===== config.mk =====
export PLATFORM = sky130hd
export DESIGN_NAME = projectile_ctl_flat
export DESIGN_NICKNAME = d
export VERILOG_FILES = /design/src/rtl/projectile_ctl_if.sv /design/src/rtl/projectile_ctl.sv /design/src/flat_wrapper.sv
export SDC_FILE = /design/constraint.sdc
export NUM_CORES = 1
export LEC_CHECK = 0
export BUFFER_PORTS_ARGS = -buffer_cell sky130_fd_sc_hd__buf_2
export CORE_UTILIZATION = 40
export CTS_CLUSTER_SIZE = 8
export DETAILED_ROUTE_END_ITERATION = 16
export PLACE_DENSITY_LB_ADDON = 0.12
export SYNTH_ARGS = -nofsm -noshare
export SYNTH_HDL_FRONTEND = slang
export SYNTH_SLANG_ARGS = --single-unit

===== constraint.sdc =====
create_clock -name clk -period 4 [get_ports clk]
set_input_delay 0.2 -clock clk [delete_from_list [all_inputs] [get_ports clk]]
set_output_delay 0.2 -clock clk [all_outputs]
set_load 0.1 [all_outputs]

===== src/rtl/projectile_ctl_if.sv =====
// Launch/step/collision inputs and flight status outputs of the projectile controller.
interface projectile_ctl_if;
    logic [6:0]  wind;
    logic        fire;
    logic [10:0] start_x;
    logic [10:0] start_y;
    logic [11:0] vx0;
    logic [11:0] vy0;
    logic        frame_tick;
    logic        hit;
    logic [10:0] proj_x;
    logic [10:0] proj_y;
    logic        proj_active;
    logic        impact;
    logic [1:0]  impact_cause;
    logic        turn_done;

    modport slave (
        input  wind, fire, start_x, start_y, vx0, vy0, frame_tick, hit,
        output proj_x, proj_y, proj_active, impact, impact_cause, turn_done
    );

    modport master (
        output wind, fire, start_x, start_y, vx0, vy0, frame_tick, hit,
        input  proj_x, proj_y, proj_active, impact, impact_cause, turn_done
    );
endinterface


===== src/rtl/projectile_ctl.sv =====
// Projectile flight controller: Q11.4 position, Q7.4 velocity, explicit Euler stepping with
// wind and gravity, prioritised termination, then one-cycle impact and turn_done pulses.
module projectile_ctl #(
    parameter int SCREEN_W   = 1024,
    parameter int GROUND_Y   = 700,
    parameter int GRAVITY    = 3,
    parameter int WIND_CALM  = 50,
    parameter int MAX_FRAMES = 1023
) (
    input  logic             clk,
    input  logic             rst_n,
    projectile_ctl_if.slave  bus
);
    localparam int FCW = (MAX_FRAMES > 1) ? $clog2(MAX_FRAMES + 1) : 1;

    typedef enum logic [1:0] {
        S_IDLE   = 2'd0,
        S_FLIGHT = 2'd1,
        S_IMPACT = 2'd2,
        S_DONE   = 2'd3
    } state_t;

    function automatic logic signed [11:0] sat12(input logic signed [12:0] v);
        if (v > 13'sd2047) begin
            sat12 = 12'sd2047;
        end else if (v < -13'sd2048) begin
            sat12 = -12'sd2048;
        end else begin
            sat12 = v[11:0];
        end
    endfunction

    function automatic logic signed [15:0] sat16(input logic signed [16:0] v);
        if (v > 17'sd32767) begin
            sat16 = 16'sd32767;
        end else if (v < -17'sd32768) begin
            sat16 = -16'sd32768;
        end else begin
            sat16 = v[15:0];
        end
    endfunction

    function automatic logic [10:0] clamp_pix(input logic signed [11:0] v, input int hi);
        if (v < 12'sd0) begin
            clamp_pix = 11'd0;
        end else if (int'(v) > hi) begin
            clamp_pix = 11'(hi);
        end else begin
            clamp_pix = v[10:0];
        end
    endfunction

    state_t                  state_q, state_d;
    logic signed [15:0]      x_q, x_d, y_q, y_d;
    logic signed [11:0]      vx_q, vx_d, vy_q, vy_d;
    logic [6:0]              wind_l_q, wind_l_d;
    logic [FCW-1:0]          frame_cnt_q, frame_cnt_d;
    logic [10:0]             proj_x_q, proj_x_d, proj_y_q, proj_y_d;
    logic                    active_q, active_d;
    logic                    impact_q, impact_d;
    logic [1:0]              cause_q, cause_d;
    logic                    turn_done_q, turn_done_d;

    logic signed [11:0]      x_int_s, y_int_s;
    logic signed [7:0]       wind_diff_s, wind_acc_s;
    logic                    term_s;
    logic [1:0]              term_cause_s;

    // Next-state, physics step and termination decision.
    always_comb begin
        state_d      = state_q;
        x_d          = x_q;
        y_d          = y_q;
        vx_d         = vx_q;
        vy_d         = vy_q;
        wind_l_d     = wind_l_q;
        frame_cnt_d  = frame_cnt_q;
        cause_d      = cause_q;
        impact_d     = 1'b0;
        turn_done_d  = 1'b0;
        term_s       = 1'b0;
        term_cause_s = 2'd0;

        x_int_s     = x_q[15:4];
        y_int_s     = y_q[15:4];
        wind_diff_s = $signed({1'b0, wind_l_q}) - $signed(8'(WIND_CALM));
        wind_acc_s  = wind_diff_s >>> 3;

        // Hit outranks every other cause and also suppresses a coincident step.
        if (bus.hit) begin
            term_s       = 1'b1;
            term_cause_s = 2'd1;
        end else if (int'(y_int_s) >= GROUND_Y) begin
            term_s       = 1'b1;
            term_cause_s = 2'd0;
        end else if ((x_int_s < 12'sd0) || (int'(x_int_s) >= SCREEN_W)) begin
            term_s       = 1'b1;
            term_cause_s = 2'd2;
        end else if (frame_cnt_q == FCW'(MAX_FRAMES)) begin
            term_s       = 1'b1;
            term_cause_s = 2'd3;
        end else begin
            term_s       = 1'b0;
            term_cause_s = 2'd0;
        end

        case (state_q)
            S_IDLE: begin
                if (bus.fire) begin
                    x_d         = $signed({1'b0, bus.start_x, 4'b0000});
                    y_d         = $signed({1'b0, bus.start_y, 4'b0000});
                    vx_d        = $signed(bus.vx0);
                    vy_d        = $signed(bus.vy0);
                    wind_l_d    = bus.wind;
                    frame_cnt_d = '0;
                    cause_d     = 2'd0;
                    state_d     = S_FLIGHT;
                end else begin
                    state_d = S_IDLE;
                end
            end
            S_FLIGHT: begin
                if (term_s) begin
                    state_d  = S_IMPACT;
                    impact_d = 1'b1;
                    cause_d  = term_cause_s;
                end else if (bus.frame_tick) begin
                    x_d         = sat16(17'(x_q) + 17'(vx_q));
                    y_d         = sat16(17'(y_q) + 17'(vy_q));
                    vx_d        = sat12(13'(vx_q) + 13'(wind_acc_s));
                    vy_d        = sat12(13'(vy_q) + $signed(13'(GRAVITY)));
                    frame_cnt_d = frame_cnt_q + FCW'(1);
                end else begin
                    state_d = S_FLIGHT;
                end
            end
            S_IMPACT: begin
                state_d     = S_DONE;
                turn_done_d = 1'b1;
            end
            S_DONE: begin
                state_d = S_IDLE;
            end
            default: begin
                state_d = S_IDLE;
            end
        endcase

        proj_x_d = clamp_pix(x_d[15:4], SCREEN_W - 1);
        proj_y_d = clamp_pix(y_d[15:4], GROUND_Y);
        active_d = (state_d == S_FLIGHT);
    end

    // State, physics and output registers.
    always_ff @(posedge clk or negedge rst_n) begin
        if (!rst_n) begin
            state_q     <= S_IDLE;
            x_q         <= 16'sd0;
            y_q         <= 16'sd0;
            vx_q        <= 12'sd0;
            vy_q        <= 12'sd0;
            wind_l_q    <= 7'd0;
            frame_cnt_q <= '0;
            proj_x_q    <= 11'd0;
            proj_y_q    <= 11'd0;
            active_q    <= 1'b0;
            impact_q    <= 1'b0;
            cause_q     <= 2'd0;
            turn_done_q <= 1'b0;
        end else begin
            state_q     <= state_d;
            x_q         <= x_d;
            y_q         <= y_d;
            vx_q        <= vx_d;
            vy_q        <= vy_d;
            wind_l_q    <= wind_l_d;
            frame_cnt_q <= frame_cnt_d;
            proj_x_q    <= proj_x_d;
            proj_y_q    <= proj_y_d;
            active_q    <= active_d;
            impact_q    <= impact_d;
            cause_q     <= cause_d;
            turn_done_q <= turn_done_d;
        end
    end

    assign bus.proj_x       = proj_x_q;
    assign bus.proj_y       = proj_y_q;
    assign bus.proj_active  = active_q;
    assign bus.impact       = impact_q;
    assign bus.impact_cause = cause_q;
    assign bus.turn_done    = turn_done_q;
endmodule


===== src/flat_wrapper.sv =====
// flat-port wrapper written by rule: the top's interface ports become plain ports
module projectile_ctl_flat 
#(
    parameter int SCREEN_W   = 1024,
    parameter int GROUND_Y   = 700,
    parameter int GRAVITY    = 3,
    parameter int WIND_CALM  = 50,
    parameter int MAX_FRAMES = 1023
)
  (clk, rst_n, bus_wind, bus_fire, bus_start_x, bus_start_y, bus_vx0, bus_vy0, bus_frame_tick, bus_hit, bus_proj_x, bus_proj_y, bus_proj_active, bus_impact, bus_impact_cause, bus_turn_done);
  projectile_ctl_if bus_i ();
  input  logic clk;
  input  logic rst_n;
  input wire logic [$bits(bus_i.wind)-1:0] bus_wind;
  input wire logic [$bits(bus_i.fire)-1:0] bus_fire;
  input wire logic [$bits(bus_i.start_x)-1:0] bus_start_x;
  input wire logic [$bits(bus_i.start_y)-1:0] bus_start_y;
  input wire logic [$bits(bus_i.vx0)-1:0] bus_vx0;
  input wire logic [$bits(bus_i.vy0)-1:0] bus_vy0;
  input wire logic [$bits(bus_i.frame_tick)-1:0] bus_frame_tick;
  input wire logic [$bits(bus_i.hit)-1:0] bus_hit;
  output wire logic [$bits(bus_i.proj_x)-1:0] bus_proj_x;
  output wire logic [$bits(bus_i.proj_y)-1:0] bus_proj_y;
  output wire logic [$bits(bus_i.proj_active)-1:0] bus_proj_active;
  output wire logic [$bits(bus_i.impact)-1:0] bus_impact;
  output wire logic [$bits(bus_i.impact_cause)-1:0] bus_impact_cause;
  output wire logic [$bits(bus_i.turn_done)-1:0] bus_turn_done;
  assign bus_i.wind = bus_wind;
  assign bus_i.fire = bus_fire;
  assign bus_i.start_x = bus_start_x;
  assign bus_i.start_y = bus_start_y;
  assign bus_i.vx0 = bus_vx0;
  assign bus_i.vy0 = bus_vy0;
  assign bus_i.frame_tick = bus_frame_tick;
  assign bus_i.hit = bus_hit;
  assign bus_proj_x = bus_i.proj_x;
  assign bus_proj_y = bus_i.proj_y;
  assign bus_proj_active = bus_i.proj_active;
  assign bus_impact = bus_i.impact;
  assign bus_impact_cause = bus_i.impact_cause;
  assign bus_turn_done = bus_i.turn_done;
  projectile_ctl #(.SCREEN_W(SCREEN_W), .GROUND_Y(GROUND_Y), .GRAVITY(GRAVITY), .WIND_CALM(WIND_CALM), .MAX_FRAMES(MAX_FRAMES)) u_core (.clk(clk), .rst_n(rst_n), .bus(bus_i));
endmodule

# ---- Word-level counts from Yosys, hierarchy flattened
# Cells that the tools add are included.
dict set report op_classes {
  n_lt_le_gt_ge 15
  n_eq_ne 9
  add_sub_neg 6
  reduce_logical 6
  n_mux 50
}
# cell count
set op_table {}
lappend op_table {{$mux W16} 10}
lappend op_table {{$mux W12} 10}
lappend op_table {{$pmux W16 S2} 2}
lappend op_table {{$pmux W12 S2} 2}
lappend op_table {{$mux W11} 4}
lappend op_table {{$lt A12 B1 Y1 const B} 3}
lappend op_table {{$add A16 B12 Y17} 2}
lappend op_table {{$gt A17 B16 Y1 const B} 2}
lappend op_table {{$lt A17 B16 Y1 const B} 2}
lappend op_table {{$mux W10} 3}
lappend op_table {{$gt A13 B12 Y1 const B} 2}
lappend op_table {{$lt A13 B12 Y1 const B} 2}
lappend op_table {{$gt A12 B11 Y1 const B} 2}
lappend op_table {{$pmux W10 S2} 1}
lappend op_table {{$mux W2} 8}
lappend op_table {{$add A12 B3 Y13 const B} 1}
lappend op_table {{$add A12 B5 Y13} 1}
lappend op_table {{$ge A12 B11 Y1 const B} 1}
lappend op_table {{$ge A12 B12 Y1 const B} 1}
lappend op_table {{$add A10 B1 Y10 const B} 1}
lappend op_table {{$eq A10 B10 Y1 const B} 1}
lappend op_table {{$mux W1} 8}
lappend op_table {{$pmux W2 S4} 1}
lappend op_table {{$sub A7 B6 Y8 const B} 1}
lappend op_table {{11 further kinds} 15}
dict set report totals {
  wordCells 101
  ff_bits 102
}

# ---- Longest topological paths before layout
# Gate-level depths: netlist of run 1.
dict set report logic_depth {
  word_depth 10
  mapped_depth 15
  depth_no_buf 15
}

# ---- Worst setup path after synthesis of run 1
# Ideal clock, no wire load.
dict set report synth_timing {
  kind {register to register}
  from {register u_core.vy_q[0]}
  to {register u_core.proj_y_q[0] (netlist: u_core.bus.proj_y[0])}
  path_buffers 1
  period_less_slack_ns 3.342
  required_time_ns 3.879
  path_slack_ns 0.658
  arrival_ns 3.221
  path_stages_with_launch 15
  setup_time_ns 0.121
  path_cell_list {dfrtp_1 -> ha_1 -> inv_1 -> fa_1 -> nor2b_1 -> o31ai_1 -> a211oi_1 -> a31oi_1 -> o22ai_1 -> nand2_1 -> o211ai_1 -> nand3_1 -> or4_1 -> buf_2 -> and4b_1}
}
dict set report synth_between {
  elab_chain_cells 10
}
# element line
set synth_rtl {}
lappend synth_rtl {{from (decl)} projectile_ctl.sv:55} ;# logic signed [11:0] vx_q, vx_d, vy_q, vy_d;
lappend synth_rtl {{from (signal assigned)} projectile_ctl.sv:175} ;# vy_q <= vy_d;
lappend synth_rtl {{$add A16 B12 Y17 *} projectile_ctl.sv:129} ;# y_d = sat16(17'(y_q) + 17'(vy_q));
lappend synth_rtl {{$lt A17 B16 Y1} projectile_ctl.sv:36} ;# end else if (v < -17'sd32768) begin
lappend synth_rtl {{$mux W16} projectile_ctl.sv:36}
lappend synth_rtl {{$mux W16 *} projectile_ctl.sv:34} ;# if (v > 17'sd32767) begin
lappend synth_rtl {{$mux W16 *} projectile_ctl.sv:127} ;# end else if (bus.frame_tick) begin
lappend synth_rtl {{$mux W16 *} projectile_ctl.sv:123} ;# if (term_s) begin
lappend synth_rtl {{$pmux W16 S2 *} projectile_ctl.sv:107} ;# case (state_q)
lappend synth_rtl {{$gt A12 B11 Y1} projectile_ctl.sv:46} ;# end else if (int'(v) > hi) begin
lappend synth_rtl {{$mux W11} projectile_ctl.sv:46}
lappend synth_rtl {{$mux W11 *} projectile_ctl.sv:44} ;# if (v < 12'sd0) begin
lappend synth_rtl {{via u_core.proj_y_d[0]} projectile_ctl.sv:58} ;# logic [10:0] proj_x_q, proj_x_d, proj_y_q, proj_y_d;
lappend synth_rtl {{to (signal assigned)} projectile_ctl.sv:179} ;# proj_y_q <= proj_y_d;
lappend synth_rtl {{to (decl)} projectile_ctl.sv:58}
# The timed path passes the listed nets; every way through them passes the cells marked *. The select of a mux whose other input is x is not followed.
# A chain may end at the register's enable or synchronous reset.

# ---- Worst setup path in the final report of run 1
dict set report layout_timing {
  from {register u_core.vy_q[0]}
  to {register u_core.proj_y_q[1] (netlist: u_core.bus.proj_y[1])}
}
# Same word-level chain as after synthesis.

==> impl_metrics.ini, run 1 <==
[sta]
setup_ws_ps = 273
finalClockSkew_ps = 11.2
fin_crit_ps = 3730
drv_slew = 0
finalSetupTns_ps = 0
finalCritPeriodShare = 0.932
rsz0062_at_grt = no
setup_viol = 0
relSlewSlack = 0.542
hold_viol_final = 0
fmax_ghz = 0.268
tightest_slew_ps = 687

[yosys]
ys_warn_count = 0
synthTopCellsByArea = dfrtp_1 (36%), ha_1 (8.4%), a21oi_1 (5.0%)
synthCells = 825
async_flop_share = 1.00
yosysTopAreaCell = dfrtp_1
synthDominantCellAreaShare = 0.360
ys.flop_type = dfrtp_1
syn_avg_cell_area_um2 = 8.51
ys_seq_elements = 101
yosys-top-cells-count = dfrtp_1 (101), nor2_1 (80), nand2_1 (77), a21oi_1 (70), o21ai_0 (64)
synth-edff-count = 0
synth_area_um2 = 7020
synth_cell_types = 71
synth_most_common_cell = dfrtp_1
yosysSeqAreaShare = 0.360

[finish]
stdcell_count = 1144
n_antenna_cell = 0
syn_to_final_growth_pct = 16.1
drive_above_1_share = 0.160
nFillCells = 1740
fin_nets = 1022

[place]
io_buffers = 83
gp_congestion = 0.918
post-place-cells = 1127
post-dp-hpwl_mm = 14.8
place_ws_ps = 220

[drt]
post_drt_wl_per_cell_um = 17.2
drtIter0Drc = 303
ant_nets = 0
firstDrtPassIters = 5
drt_wl_total_mm = 19.7
drc = 0
vias = 6354
avgViaCountPerCell = 5.55

[worst_setup_path]
worstSetupPathType = reg2reg
r2r_start = u_core.vy_q[0]
max_stage_delay_ps = 610
reg2reg_slack_ps = 270
cp_max_fo = 8
cp-endpoint = u_core.bus.proj_y[1]
reg2reg_to = u_core.bus.proj_y[1]
end_kind = flop
startpoint = u_core.vy_q[0]
worstSetupStartpointType = flop
crit_slowest_cell = nor4_4
cp.arrival_ps = 3990
critical_path_required_ps = 4260
r2r_cells = 12
crit_path_cell_trace = ha_1 -> inv_1 -> fa_1 -> nor2b_1 -> o31ai_1 -> a211oi_2 -> a31oi_1 -> nor4_4 -> o21ai_1 -> a21o_1 -> or4_4 -> and4b_1

[grt]
grt_use_total = 0.226
grt_pass1_vias = 6105
grt_overflow = 0
antenna_found_initial = 0
grt_max_degree = 53
grt_pass1_wl_mm = 31.7

[floorplan]
initial_core_util = 0.407
die_h_um = 134
core_area_um2 = 17200
num_io_pins = 85
die_area_um2 = 18100
die_width_um = 134
rows = 48

[clocking]
cts_setup_buffers = 0
cts_num_sinks = 101
insertion_delay_ps = 360
clock_path_buffers = 2
cts-root-buf = clkbuf_16
clk_pin_slew_ps = 80
numCtsBuffers = 9
htreeDepth = 3
cts_tree = yes

[run]
cap_violations = 0

[hold_path]
min_from = bus_wind[6]
hp-class = in2reg

[outcome]
status = complete, no violations
-- worst min path at each step --
stage | depth (start not counted) | to
3_3_place_gp | 1 | u_core.vy_q[5]
3_5_place_dp | 1 | u_core.vy_q[3]
4_1_cts | 3 | u_core.wind_l_q[6]
2_1_floorplan | 0 | u_core.bus.impact
5_1_grt | 3 | u_core.wind_l_q[2]
6_report | 3 | u_core.wind_l_q[6]
-- per-stage QoR --
| step | area [µm²] | hold WS, ps | util |
|---|---|---|---|
| detailed placement | 7790 | 155 | 0.452 |
| global placement | 7790 | 146 | 0.452 |
| floorplan | 7020 | -95.6 | - |
| CTS | 8110 | 17.0 | 0.471 |
| global route | 8150 | 32.7 | 0.473 |
| finish | 8150 | 20.9 | 0.473 |
-- cell usage in the layout, fill, tap and decap left out, drive strengths merged, types with 5 or more instances in the layout --
master  instances
buf           106
dfrtp         101
nor2           80
nand2          78
o21ai          75
a21oi          73
ha             47
inv            36
xnor2          32
nand3          21
nor2b          18
nor3           17
o211ai         17
o22ai          15
a21o           14
a31oi          14
xor2           14
o22a           14
and3           12
o21a           10
clkbuf          9
nand2b          8
o31ai           7
or2             7
nand4           6
a22oi           6
a211oi          6
and4            5
a22o            5
-- kinds of logic after synthesis --
family                   after synthesis  share of synthesized area
other                                  1                   0.000534
buffers and inverters                 63                     0.0341
AND/OR/NAND/NOR                      274                      0.189
XOR/XNOR                              46                     0.0574
flip-flops                           101                      0.360
adder cells (fa/ha/maj)               53                     0.0966
multiplexers                           1                    0.00214
AO/OA/AOI/OAI                        286                      0.260
-- sequential cells by signal, indices dropped and copies added, names as in the netlist --
name,cells
u_core.bus.impact,1
u_core.bus.impact_cause,2
u_core.bus.proj_active,1
u_core.bus.proj_x,11
u_core.bus.proj_y,11
u_core.bus.turn_done,1
u_core.frame_cnt_q,10
u_core.state_q,2
u_core.vx_q,12
u_core.vy_q,12
u_core.wind_l_q,6
u_core.x_q,16
u_core.y_q,16
-- per-layer routing --
metal,track usage,routed length (µm),up-vias
met4,0.0905,377,0
met1,0.292,9030,3014
met5,0,0,-
met3,0.0208,548,24
li1,-,-,3213
met2,0.389,9760,103
-- timing repair --
action / in CTS / in global routing
hold buffers: 1 / 0
resized for setup: 0 / 9
endpoints found under the hold margin: 27 / 0
endpoints found under the setup margin: 0 / 17
-- cell type report --
type                    count  area [µm²]  area share
multi-input cells         662        4300       0.528
inverters                  33         124      0.0152
flip-flops and latches    101        2530       0.310
clock buffers               9         225      0.0276
well taps                 225         282      0.0346
clock inverters             7        90.1      0.0111
repair buffers            107         601      0.0737
-- worst max-delay path, delay by kind of cell, from the launching register on --
family | cells | cell delay, ps
AND/OR/NAND/NOR | 4 | 1560
flip-flops | 1 | 360
buffers and inverters | 1 | 60
AO/OA/AOI/OAI | 5 | 1030
adder cells (fa/ha/maj) | 2 | 610
Power of run 1 is left out: the tool's default activity adds up to more than one toggle a clock period on the data nets, which glitch-free logic cannot reach.
==> inputs of run 2 (changes only) <==
- CTS_BUF_LIST: default -> sky130_fd_sc_hd__clkbuf_8
==> run 2 against run 1 <==
Net effect: clock skew up 3.2 ps; non-clock buffer count grew 6; first-iteration DRC count rose by 11%; via count decreased by 0.13%; sequential share of layout area up 0.16 points.
==> impl_metrics.ini, run 2 (synthesized netlist as in run 1, its figures left out) <==
[grt]
grt_use_met1 = 0.292
antenna_found_initial = 0
grt_overflow = 0
grtUsageMet3 = 0.0193
grt_pass1_wl_mm = 31.7
grt_max_degree = 53
busiest_layer = met2
grt_use_met2 = 0.390
grt_use_total = 0.225
grt_pass1_vias = 6125

[finish]
n_antenna_cell = 0
finish.instance_area_um2 = 8110
drive_above_1_share = 0.159
final_cell_mix = dfrtp_1 (101), buf_2 (82), nor2_1 (79)
fin_nets = 1028
syn_to_final_growth_pct = 15.5
final_common_cell = dfrtp_1
top_regs = u_core.x_q (16), u_core.y_q (16)
nFillCells = 1753
multi_input_area_um2 = 4300
regArea_um2 = 2530
final_util = 0.470

[floorplan]
die_width_um = 134
die_area_um2 = 18100
num_io_pins = 85
rows = 48
core_area_um2 = 17200
initial_core_util = 0.407
die_h_um = 134

[drt]
post_drt_wl_per_cell_um = 17.1
avgViaCountPerCell = 5.52
ant_nets = 0
firstDrtPassIters = 4
drtIter0Drc = 335
drc = 0
vias = 6346
drt_wl_total_mm = 19.6

[sta]
relSlewSlack = 0.543
rsz0062_at_grt = no
hold_viol_final = 0
setup_viol = 0
fin_crit_ps = 3690
finalCritPeriodShare = 0.924
fmax_ghz = 0.271
tightest_slew_ps = 685
drv_slew = 0
finalClockSkew_ps = 14.4
holdWs_ps = 43.1
finalSetupTns_ps = 0

[clocking]
insertion_delay_ps = 400
htreeDepth = 3
cts-root-buf = clkbuf_8
cts_num_sinks = 101
clock_path_buffers = 2
cts_tree = yes
numCtsBuffers = 9
cts_setup_buffers = 0
clk_pin_slew_ps = 110

[worst_setup_path]
worstSetupPathType = reg2reg
max_stage_delay_ps = 610
critical_path_required_ps = 4300
reg2reg_slack_ps = 310
worstSetupStartpointType = flop
crit_family = simple AND/OR/NAND/NOR gates
crit_slowest_cell = nor4_4
end_kind = flop
r2r_start = u_core.y_q[0]
startpoint = u_core.y_q[0]
r2r_cells = 12
cp_max_fo = 8
crit_path_cell_trace = ha_1 -> inv_1 -> fa_1 -> nor2b_1 -> o31ai_1 -> a211oi_2 -> a31oi_1 -> nor4_4 -> o21ai_1 -> a21o_1 -> or4_4 -> and4b_1
critical_path_buf_inv_count = 1
cp.arrival_ps = 4000
reg2reg_to = u_core.bus.proj_y[0]

[hold_path]
min_from = bus_vy0[11]
hp-class = in2reg
whs_path_depth = 3
holdPathEnd = u_core.vy_q[11]

[place]
io_buffers = 83
post-dp-hpwl_mm = 14.8
gp_congestion = 0.918
dpl_cell_area_um2 = 7790

[outcome]
status = complete, no violations

[run]
cap_violations = 0
run 2: worst max path at each step:
stage	slack (ps)	depth (start not counted)	endpoint
final	310	12	u_core.bus.proj_y[0]
after global routing	10	13	u_core.vx_q[5]
after CTS	190	15	u_core.vx_q[9]
after detailed placement	220	12	u_core.bus.proj_y[1]
after global placement	230	13	u_core.bus.proj_y[1]
after floorplan	660	14	u_core.bus.proj_y[0]
run 2: per-stage QoR:
stage	std cells	worst slack [ps]
floorplan	826	658
global placement	1127	231
detailed placement	1127	220
CTS	1150	186
global route	1150	14.8
finish	1150	305
run 2: timing repair:
item | 4_1_cts | 5_1_grt
setup endpoints to repair | 0 | 17
resized for setup | 0 | 9
hold endpoints to repair | 33 | 0
hold buffers | 7 | 0
run 2: layout make-up:
type,instances,area share
multi-input cells,662,0.530
flip-flops and latches,101,0.312
repair buffers,113,0.0815
well taps,225,0.0347
clock buffers,9,0.0153
inverters,33,0.0153
clock inverters,7,0.0111
run 2: routing by layer:
layer,up-vias,part of all wire
met4,0,0.018
met5,-,0
met1,2982,0.46
li1,3224,-
met2,116,0.49
met3,24,0.030
run 2: tightest hold or removal path, stage by stage:
cell and delay [ps]:
buf_2 90, nand3_1 60, nand2_1 60
Power of run 2 is left out for the same reason.
==> inputs of run 3 (changes only) <==
- clock period: 4 -> 3.67 ns (I/O delays scaled with it)
==> run 3 against run 2 <==
Net effect: flip-flop and latch count unchanged; via count up 3.2%; setup slack worse by 170 ps; cell area up 3.8%; highest routed layer unchanged; utilization up 1.8 points; register-to-register slack worse by 170 ps; worst hold slack better by 1.3 ps; non-clock buffer count up 35.
==> impl_metrics.ini, run 3 (synthesized netlist as in run 1, its figures left out) <==
[floorplan]
die_width_um = 134
num_io_pins = 85
rows = 48
die_area_um2 = 18100
die_h_um = 134
initial_core_util = 0.407
core_area_um2 = 17200

[grt]
grt_use_total = 0.228
grt_pass1_wl_mm = 31.9
grt_pass1_vias = 6276
grt_max_degree = 47
grt_overflow = 0
antenna_found_initial = 0

[hold_path]
min_from = bus_vy0[11]
holdPathEnd = u_core.vy_q[11]
whs_path_depth = 3
hp-class = in2reg

[sta]
drv_slew = 0
hold_viol_final = 0
tightest_slew_ps = 623
relSlewSlack = 0.585
setup_ws_ps = 137
finalClockSkew_ps = 17.4
fin_crit_ps = 3530
setup_viol = 0
fmax_ghz = 0.283
finalCritPeriodShare = 0.963
holdWs_ps = 44.4

[drt]
firstDrtPassIters = 4
ant_nets = 0
drt_wl_total_mm = 20.0
avgViaCountPerCell = 5.53
post_drt_wl_per_cell_um = 16.9
drc = 0
drtIter0Drc = 349
vias = 6552

[run]
cap_violations = 0

[worst_setup_path]
crit_family = simple AND/OR/NAND/NOR gates
cp.arrival_ps = 3820
critical_path_required_ps = 3960
crit_slowest_cell = or4_4
r2r_start = u_core.vy_q[11]
crit_path_cell_trace = ha_2 -> a211oi_1 -> o21bai_1 -> or3b_1 -> o211ai_1 -> nor4_4 -> buf_4 -> or3_1 -> nand3_1 -> nand3_1 -> or4_4 -> and4b_1
end_kind = flop
cp_max_fo = 6
reg2reg_slack_ps = 140
max_stage_delay_ps = 540
worstSetupPathType = reg2reg
worstSetupStartpointType = flop
r2r_cells = 12
critical_path_buf_inv_count = 1
reg2reg_to = u_core.bus.proj_y[0]
crit_top_cell = nand3_1

[finish]
syn_to_final_growth_pct = 19.9
drive_above_1_share = 0.194
fin_nets = 1063
top_regs = u_core.x_q (16), u_core.y_q (16)
final_cell_mix = dfrtp_1 (100), buf_2 (82), nor2_1 (79)
regArea_um2 = 2530
finish.instance_area_um2 = 8410
nFillCells = 1702
n_antenna_cell = 0
multi_input_area_um2 = 4340
final_common_cell = dfrtp_1

[clocking]
cts_num_sinks = 101
insertion_delay_ps = 400
numCtsBuffers = 9
cts-root-buf = clkbuf_8
htreeDepth = 3
clock_path_buffers = 2
clk_pin_slew_ps = 100
cts_tree = yes

[place]
io_buffers = 83
dpl_cell_area_um2 = 8020
place_ws_ps = 17.0
post-dp-hpwl_mm = 15.1
gp_congestion = 0.907

[outcome]
status = complete, no violations
==> run 3: per-stage QoR <==
stage                     utilization  std cells  TNS (ps)
after floorplan                     -        826         0
after global placement          0.465       1158         0
after detailed placement        0.465       1158         0
after CTS                       0.483       1183         0
after global routing            0.488       1185     -31.1
final                           0.488       1185         0
==> run 3: cell type report <==
| class | instances | area share |
|---|---|---|
| sequential | 101 | 0.301 |
| inverter | 33 | 0.0147 |
| clock inverter | 7 | 0.0110 |
| clock buffer | 9 | 0.0147 |
| multi-input combinational | 662 | 0.516 |
| timing repair buffer | 148 | 0.110 |
| tap | 225 | 0.0335 |
==> run 3: worst max-delay path by stage <==
stage,slack [ps],cells past startpoint,from,end
after floorplan,330,14,u_core.vy_q[0],u_core.bus.proj_y[0]
after global placement,90,11,u_core.vy_q[1],u_core.bus.proj_y[0]
after detailed placement,20,11,u_core.vy_q[1],u_core.bus.proj_y[1]
after CTS,10,12,u_core.vy_q[11],u_core.bus.proj_y[1]
after global routing,-20,16,u_core.wind_l_q[3],u_core.vx_q[10]
final,140,12,u_core.vy_q[11],u_core.bus.proj_y[0]
==> run 3: per-layer routing <==
layer | part of all wire | vias to the layer above | routed length (µm) | track usage
li1 | - | 3280 | - | -
met1 | 0.45 | 3122 | 8970 | 0.295
met2 | 0.50 | 124 | 9950 | 0.398
met3 | 0.034 | 26 | 677 | 0.0189
met4 | 0.022 | 0 | 432 | 0.0793
met5 | 0 | - | 0 | 0
==> run 3: repair_timing <==
item / in CTS / in global routing
setup buffers: 2 / 2
gates cloned: 0 / 0
gates resized for setup: 3 / 13
hold buffers: 7 / 0
endpoints found under the setup margin: 2 / 20
pin swaps: 1 / 3
endpoints found under the hold margin: 50 / 0
==> run 3: worst reg2reg max path, cell delays in order (launching register included) <==
cell,delay (ps)
dfrtp_2,490
ha_2,350
a211oi_1,260
o21bai_1,150
or3b_1,360
o211ai_1,240
nor4_4,130
buf_4,170
or3_1,330
nand3_1,120
nand3_1,80
or4_4,540
and4b_1,210
Power of run 3 is left out for the same reason.
